--- config.mk ---
export PLATFORM = sky130hd
export DESIGN_NAME = expye_run_ctrl
export DESIGN_NICKNAME = d
export VERILOG_FILES = /design/src/rtl/expye_run_ctrl_pkg.sv /design/src/rtl/expye_halt_det.sv /design/src/rtl/expye_run_ctrl.sv
export SDC_FILE = /design/constraint.sdc
export NUM_CORES = 1
export LEC_CHECK = 0
export BUFFER_PORTS_ARGS = -buffer_cell sky130_fd_sc_hd__buf_2
export CAP_MARGIN = 20
export CORE_MARGIN = 5
export CORE_UTILIZATION = 50
export CTS_CLUSTER_DIAMETER = 80
export DETAILED_ROUTE_END_ITERATION = 16
export PLACE_DENSITY = 0.81
export REMOVE_ABC_BUFFERS = 1
export SETUP_SLACK_MARGIN = 0.15
export SLEW_MARGIN = 25
export SYNTH_ARGS = -nofsm -noshare
export SYNTH_HDL_FRONTEND = slang
export SYNTH_HIERARCHICAL = 1
export SYNTH_SLANG_ARGS = --single-unit
--- constraint.sdc ---
create_clock -name clk -period 2.5 [get_ports clk]
set_input_delay 0.25 -clock clk [delete_from_list [all_inputs] [get_ports clk]]
set_output_delay 0.25 -clock clk [all_outputs]
set_load 0.02 [all_outputs]
--- src/rtl/expye_run_ctrl_pkg.sv ---
// Shared defines for the run controller: reset levels, FSM state encodings,
// and the default halt address / pass signature.
package expye_run_ctrl_pkg;

  localparam logic RstEnable  = 1'b1;
  localparam logic RstDisable = 1'b0;

  typedef enum logic [1:0] {
    ST_HOLD = 2'd0,
    ST_RUN  = 2'd1,
    ST_DONE = 2'd2
  } run_state_e;

  localparam logic [31:0] DEF_HALT_ADDR = 32'hFFFF_FFF0;
  localparam logic [31:0] DEF_PASS_WORD = 32'h0000_0001;

endpackage

--- src/rtl/expye_halt_det.sv ---
// Per-core halt detector: spots the first store to the magic halt address
// while armed, latches the halted flag and captures the store data as signature.
module expye_halt_det
  import expye_run_ctrl_pkg::*;
#(
  parameter int                ADDR_W    = 32,
  parameter int                DATA_W    = 32,
  parameter logic [ADDR_W-1:0] HALT_ADDR = ADDR_W'(DEF_HALT_ADDR)
) (
  input  logic              clk,
  input  logic              rst,
  input  logic              i_arm,
  input  logic              i_we,
  input  logic [ADDR_W-1:0] i_addr,
  input  logic [DATA_W-1:0] i_wdata,
  output logic              o_fire,
  output logic              o_halted,
  output logic [DATA_W-1:0] o_signature
);

  logic              r_halted;
  logic [DATA_W-1:0] r_signature;
  logic              w_fire;

  // Only the first halt store counts; later ones see r_halted already set.
  assign w_fire = i_arm & i_we & (i_addr == HALT_ADDR) & ~r_halted;

  always_ff @(posedge clk) begin
    if (rst == RstEnable) begin
      r_halted    <= 1'b0;
      r_signature <= '0;
    end else if (w_fire) begin
      r_halted    <= 1'b1;
      r_signature <= i_wdata;
    end
  end

  assign o_fire      = w_fire;
  assign o_halted    = r_halted;
  assign o_signature = r_signature;

endmodule

--- src/rtl/expye_run_ctrl.sv ---
// Run controller: sequences core reset release, counts run cycles, gathers halt
// signatures and reports pass/fail. Watchdog compiled in by EXPYE_RUN_CTRL_WDT_EN.
module expye_run_ctrl
  import expye_run_ctrl_pkg::*;
#(
  parameter int                NUM_CORES       = 1,
  parameter int                ADDR_W          = 32,
  parameter int                DATA_W          = 32,
  parameter int                CNT_W           = 32,
  parameter int                RST_HOLD_CYCLES = 3,
  parameter int                TIMEOUT_CYCLES  = 30,
  parameter logic [ADDR_W-1:0] HALT_ADDR       = ADDR_W'(DEF_HALT_ADDR),
  parameter logic [DATA_W-1:0] PASS_WORD       = DATA_W'(DEF_PASS_WORD)
) (
  input  logic                        clk,
  input  logic                        rst,
  input  logic [NUM_CORES-1:0]        mem_we,
  input  logic [NUM_CORES*ADDR_W-1:0] mem_addr,
  input  logic [NUM_CORES*DATA_W-1:0] mem_wdata,
  output logic [NUM_CORES-1:0]        core_rst,
  output logic [CNT_W-1:0]            cycle_cnt,
  output logic [NUM_CORES-1:0]        halted,
  output logic [NUM_CORES*DATA_W-1:0] signature,
  output logic                        done,
  output logic                        pass,
  output logic                        timeout
);

  localparam int                HOLD_W    = (RST_HOLD_CYCLES > 1) ? $clog2(RST_HOLD_CYCLES) : 1;
  localparam logic [HOLD_W-1:0] HOLD_LAST = HOLD_W'(RST_HOLD_CYCLES - 1);
  localparam logic [CNT_W-1:0]  TO_LAST   = CNT_W'(TIMEOUT_CYCLES - 1);

`ifdef EXPYE_RUN_CTRL_WDT_EN
  localparam bit WDT_EN = 1'b1;
`else
  localparam bit WDT_EN = 1'b0;
`endif

  run_state_e           r_state;
  logic [HOLD_W-1:0]    r_hold_cnt;
  logic [CNT_W-1:0]     r_cycle_cnt;
  logic [NUM_CORES-1:0] r_core_rst;
  logic                 r_done;
  logic                 r_pass;
  logic                 r_timeout;

  logic                 w_arm;
  logic [NUM_CORES-1:0] w_fire;
  logic [NUM_CORES-1:0] w_halted;
  logic [NUM_CORES-1:0] w_sig_ok;

  assign w_arm = (r_state == ST_RUN);

  for (genvar i = 0; i < NUM_CORES; i++) begin : g_core
    expye_halt_det #(
      .ADDR_W   (ADDR_W),
      .DATA_W   (DATA_W),
      .HALT_ADDR(HALT_ADDR)
    ) u_halt_det (
      .clk        (clk),
      .rst        (rst),
      .i_arm      (w_arm),
      .i_we       (mem_we[i]),
      .i_addr     (mem_addr[i*ADDR_W +: ADDR_W]),
      .i_wdata    (mem_wdata[i*DATA_W +: DATA_W]),
      .o_fire     (w_fire[i]),
      .o_halted   (w_halted[i]),
      .o_signature(signature[i*DATA_W +: DATA_W])
    );
    assign w_sig_ok[i] = (signature[i*DATA_W +: DATA_W] == PASS_WORD);
  end

  always_ff @(posedge clk) begin
    if (rst == RstEnable) begin
      r_state     <= ST_HOLD;
      r_hold_cnt  <= '0;
      r_cycle_cnt <= '0;
      r_core_rst  <= '1;
      r_done      <= 1'b0;
      r_pass      <= 1'b0;
      r_timeout   <= 1'b0;
    end else begin
      case (r_state)
        ST_HOLD: begin
          if (r_hold_cnt == HOLD_LAST) begin
            r_state    <= ST_RUN;
            r_core_rst <= {NUM_CORES{RstDisable}};
          end else begin
            r_hold_cnt <= r_hold_cnt + 1'b1;
          end
        end
        ST_RUN: begin
          // Completion is judged on registered flags, so the count freezes one edge after the last halt.
          if (&w_halted) begin
            r_state    <= ST_DONE;
            r_done     <= 1'b1;
            r_pass     <= &w_sig_ok;
            r_core_rst <= '1;
          end else begin
            if (r_cycle_cnt != '1) begin
              r_cycle_cnt <= r_cycle_cnt + 1'b1;
            end
            r_core_rst <= r_core_rst | w_fire;
            // A last halt landing on the budget edge takes precedence over the timeout.
            if (WDT_EN && (r_cycle_cnt == TO_LAST) && !(&(w_halted | w_fire))) begin
              r_state    <= ST_DONE;
              r_done     <= 1'b1;
              r_timeout  <= 1'b1;
              r_pass     <= 1'b0;
              r_core_rst <= '1;
            end
          end
        end
        ST_DONE: begin
          r_core_rst <= '1;
        end
        default: begin
          r_state <= ST_HOLD;
        end
      endcase
    end
  end

  assign core_rst  = r_core_rst;
  assign cycle_cnt = r_cycle_cnt;
  assign halted    = w_halted;
  assign done      = r_done;
  assign pass      = r_pass;
  assign timeout   = r_timeout;

endmodule

-- Yosys cells after proc, flatten, opt, wreduce, memory -nomap -nowiden
Cells that the tools add are included.
- $add $sub $neg: 2
- $mul: 0
- div/mod/pow operators: 0
- magnitude comparators: 0
- equality and inequality tests: 8
- shift operators: 0
- mux-type cells: 6
- bitwise gates (word level): 7
- reduce and logical (&&, ||, !) cells: 7
- operator list (operator ; number):
    $add A32 B1 Y32 const B ; 1
    $eq A32 B1 Y1 const B ; 1
    $eq A32 B32 Y1 const B ; 1
    $ne A32 B32 Y1 const B ; 1
    $pmux W2 S3 ; 1
    $reduce_and A2 Y1 ; 3
    $reduce_and A3 Y1 ; 2
    $eq A2 B2 Y1 const B ; 2
    $mux W2 ; 2
    $ne A2 B2 Y1 const B ; 2
    $and A1 B1 Y1 ; 3
    $not A1 Y1 ; 3
    $pmux W1 S3 ; 1
    $reduce_bool A3 Y1 ; 1
    $add A2 B1 Y2 const B ; 1
    $eq A2 B1 Y1 const B ; 1
    $logic_not A2 Y1 ; 1
    $mux W1 ; 2
    $or A1 B1 Y1 ; 1
- register bits after elaboration: 72
- bits in latches: 0
- RAM bits: 0
- memory bits (read-only): 0
- bits of input ports: 67
- output and inout bits: 69
- logic and storage cells: 38
- memories kept: 0

-- Longest topological paths before layout
- depth in word-level cells: 7
- mapped depth: 10
- gate-level depth less buffers: 8

-- Hierarchy
Netlist, hierarchy kept.
- modules (own cells, without submodules) (module ; instances ; cells each ; area an instance (µm²) ; sequential area each (µm²)):
    expye_run_ctrl ; 1 ; 256 ; 2135.8 ; 780.7
    expye_halt_det ; 1 ; 155 ; 1579.0 ; 660.6

-- Least setup slack after synthesis
OpenSTA, ideal clock, no wires.
- path kind: reg-to-reg
- from: register r_cycle_cnt[0], in the netlist cycle_cnt[0]
- to: register r_cycle_cnt[19], in the netlist cycle_cnt[19]
- library setup time: 0.070 ns
- data arrival time: 2.070 ns
- data required time: 2.430 ns
- setup slack: 0.360 ns
- stages on the path, launching flop included: 10
- path buffers: 3
- period minus slack after synthesis: 2.140 ns
- cell sequence: dfxtp_1 -> ha_1 -> and4_1 -> buf_6 -> and4_4 -> buf_6 -> and3_4 -> buf_6 -> or4_1 -> a21oi_1
- word-level cells in the longest chain between the ends: 2
- elaborated cells on any way between the ends: 3
- classes of those cells: 1 x add/sub; 1 x eq/ne; 1 x reduce/logical
- ends and longest elaborated chain (element ; RTL line ; source):
    start: declaration ; expye_run_ctrl.sv:41 ; logic [CNT_W-1:0] r_cycle_cnt;
    start signal: assignment ; expye_run_ctrl.sv:101 ; r_cycle_cnt <= r_cycle_cnt + 1'b1;
    branches (longest 2 deep; another with $add A32 B1 Y32) ; n/a ;
Parallel ways; which one is timed is not known.
A chain may end at the register's enable or synchronous reset.

-- Final worst setup path
- from: register r_state[1]
- to: register r_cycle_cnt[15], in the netlist cycle_cnt[15]
- word-level cells in the longest chain between the ends: 2
- ends and longest elaborated chain (element ; RTL line ; source):
    start: declaration ; expye_run_ctrl.sv:39 ; run_state_e r_state;
    start signal: assignment ; expye_run_ctrl.sv:75 ; r_state <= ST_HOLD;
    start signal: assignment ; expye_run_ctrl.sv:86 ; r_state <= ST_RUN;
    start signal: assignment ; expye_run_ctrl.sv:95 ; r_state <= ST_DONE;
    $eq A2 B1 Y1 ; n/a ;
    via w_arm ; expye_run_ctrl.sv:47 ; logic w_arm;
    $reduce_and A3 Y1 (no source line) ; n/a ;
The timed path passes the listed nets, and every way through them passes these cells.

==> flow_summary_export.csv <==
group,metric,value,unit
timing,hold_viol,0,
drt,routed_via_density,5.42,
placement,placed_area,4410,um^2
power_and_ir_drop,p_int,1.77,mW
yosys,postSynthAreaPerCell,9.04,um^2
timing,rsz0062_at_grt,"false",
die,coreArea,7250,um^2
die,die-height,96.2,um
worst_setup_path,r2r_cells,7,
placement,io_buffers,134,
drt,drtIter0Drc,205,
worst_setup_path,critPathCaptureType,"flip-flop",
yosys,ys_types,46,
drt,dr_total_vias,3481,
cts,cts_hold_buf,0,
global_route,gr-usage-all-layers,21.6,%
drt,firstDrtPassIters,4,
die,die_area,9250,um^2
final_layout,drive_above_1_share,30.9,%
worst_setup_path,cp.required,2.76,ns
power_and_ir_drop,power_switching,674,uW
drt,drc,0,
run_status,outcome,"finished clean",
yosys,synth_cells,411,
global_route,grt_antenna_before_repair,0,
yosys,yosysWarnings,6,
cts,cts_tree,"built",
die,io_pins,136,
die,rows,31,
cts,clk_latency,0.34,ns
global_route,grt_pass1_wl,15700,um
power_and_ir_drop,p_sw_share,27.5,%
power_and_ir_drop,ir_drop,307,uV
global_route,overflow,0,
timing,min_period_over_period,85.6,%
die,initial_core_util,51.2,%
cts,root_buffer,"clkbuf_8",
cts,post_cts_resized,0,
timing,worst_pin_slew,0.763,ns
power_and_ir_drop,power.clock.fraction,32.3,%
die,die_w,96.2,um
run,maxCapViolCount,0,
global_route,grt_pass1_vias,3476,
power_and_ir_drop,comb_power_share,17.8,%
yosys,synth_top_cell_area_share,38.8,%
yosys,ys_seq_elements,72,
drt,wl_per_cell,14.8,um
final_layout,regArea,1440,um^2
drt,finalWirelength,9530,um
power_and_ir_drop,p_leak,1.90,nW
final_layout,final_cell_area,4570,um^2
yosys,synth_top_area_cell,"dfxtp_1",
worst_hold_path,hp-class,"input port to flip-flop",
timing,period_needed,2.14,ns
timing,timing.slew.headroom,49.1,%
power_and_ir_drop,seqPwrFrac,49.8,%
cts,clockBufferDepth,2,
power_and_ir_drop,powerDensity,535,nW/um^2
cts,cts.sinks,72,
worst_setup_path,cp.arrival,2.40,ns
cts,clk_pin_slew,0.07,ns
timing,finalSetupViolCount,0,
global_route,grt_max_degree,49,
yosys,synth_area,3710,um^2
timing,fmax,467,MHz
timing,report.final.slew_viol_count,0,
yosys,synth_area_leaders,"dfxtp_1 39%, nand2b_1 11%, mux2i_1 9.2%",
cts,cts_setup_buffers,0,
placement,dp_hpwl,7180,um
timing,finClkSkew,0.00729,ns
drt,antenna_left,0,
yosys,synth_sequential_area_ratio,38.8,%
placement,routabilityCongestion,0.795,
final_layout,antennaDiodeCount,0,
worst_setup_path,critPathKind,"flip-flop to flip-flop",
final_layout,multi_input_area,2070,um^2
cts,htreeDepth,3,
cts,numCtsBuffers,9,
worst_setup_path,path_max_fanout,16,
final_layout,nets,615,
final_layout,areaGrowthSynthToFinish,23.1,%
worst_hold_path,holdPathStages,3,
worst_setup_path,startpoint_type,"flip-flop",
final_layout,num-fill-cells,618,
final_layout,final_core_util,63.0,%
sequential cells by signal, summed over array words and instances (netlist names):
signal                         count
pass                               1
cycle_cnt                         32
g_core.u_halt_det/o_signature     32
done                               1
core_rst                           1
g_core.u_halt_det/o_halted         1
r_state                            2
r_hold_cnt                         2
path summary, 6_finish.rpt:
path	start	end	slack [ns]
worst max-delay path	r_state[1]	cycle_cnt[15]	0.36
worst min-delay path	mem_wdata[4]	g_core[0].u_halt_det/o_signature[4]	0.16
worst max register to register	r_state[1]	cycle_cnt[15]	0.36
worst min register to register	g_core[0].u_halt_det/o_signature[29]	g_core[0].u_halt_det/o_signature[29]	0.48
cell usage after synthesis (all sizes together):
cell type  number
nor4b           1
and4            7
a31o            2
nor4           11
a31oi           3
mux2            4
nand2b         66
buf            10
a21boi          1
nand4b          1
and2            3
nand3          13
o31ai          10
mux2i          34
a21oi          20
dfxtp          72
xor2            1
nor2b           6
o211ai          3
nand4          20
or3             7
or2             1
o21ai           9
o311ai          1
and3            7
nor2           21
a211oi          5
or4            13
o21ba           1
conb            1
nor3           10
clkbuf         14
ha              7
nand2          16
a2111oi         1
inv             6
o31a            1
xnor2           2
cell usage in the layout, fill, tap and decap left out, types with 11 or more instances in the layout:
cell type / netlist / routed
buf_2: 1 / 134
dfxtp_1: 72 / 72
nand2b_1: 65 / 65
mux2i_1: 34 / 34
nor2_1: 21 / 21
nand4_1: 20 / 20
a21oi_1: 20 / 20
nand2_1: 16 / 16
nand3_1: 13 / 13
or4_1: 13 / 13
clkbuf_8: 0 / 11
through the flow:
stage	power (mW)	setup slack, ns	TNS [ns]	instances	hold slack, ns
final	2.45	0.359	0	642	0.162
after global routing	2.59	0.212	0	642	0.150
after CTS	2.47	0.363	0	642	0.146
after detailed placement	1.68	0.395	0	629	0.470
after global placement	1.66	0.525	0	629	0.447
after floorplan	1.51	-0.166	-0.166	387	0.319
worst max-delay path: stages (launching register included):
cell     delay (ns)
dfxtp_1        0.35
inv_1          0.12
ha_1           0.17
nor2b_1        0.37
nand4_1        0.16
buf_4          0.22
or4_1          0.50
a21oi_1        0.17
power groups by stage:
stage	Clock [mW]	Combinational, mW	Sequential, mW
detailed placement	0	0.434	1.25
CTS	0.815	0.437	1.22
global placement	0	0.420	1.24
floorplan	0	0.245	1.26
global route	0.869	0.493	1.22
finish	0.791	0.436	1.22
final cells by class:
type | count | area share, %
clock inverters | 1 | 0.109
repair buffers | 143 | 16.4
flip-flops and latches | 72 | 31.5
clock buffers | 12 | 3.39
inverters | 6 | 0.493
well taps | 99 | 2.71
multi-input cells | 309 | 45.3
cells by family after synthesis:
logic type	Yosys count	share of synthesized area (%)
simple gates	203	32.5
flops	72	38.8
compound gates	57	9.70
other cells	1	0.101
xor+xnor	3	0.707
fa+ha+maj	7	2.36
mux	38	10.4
buf+inv	30	5.42
routing by layer:
| metal | part of all wire [%] | track usage (%) |
|---|---|---|
| met1 | 41 | 25.3 |
| met2 | 49 | 35.7 |
| met3 | 7.8 | 7.11 |
| met4 | 1.9 | 9.95 |
| met5 | 0 | 0 |
No activity file was read; power rests on OpenSTA's default activity.
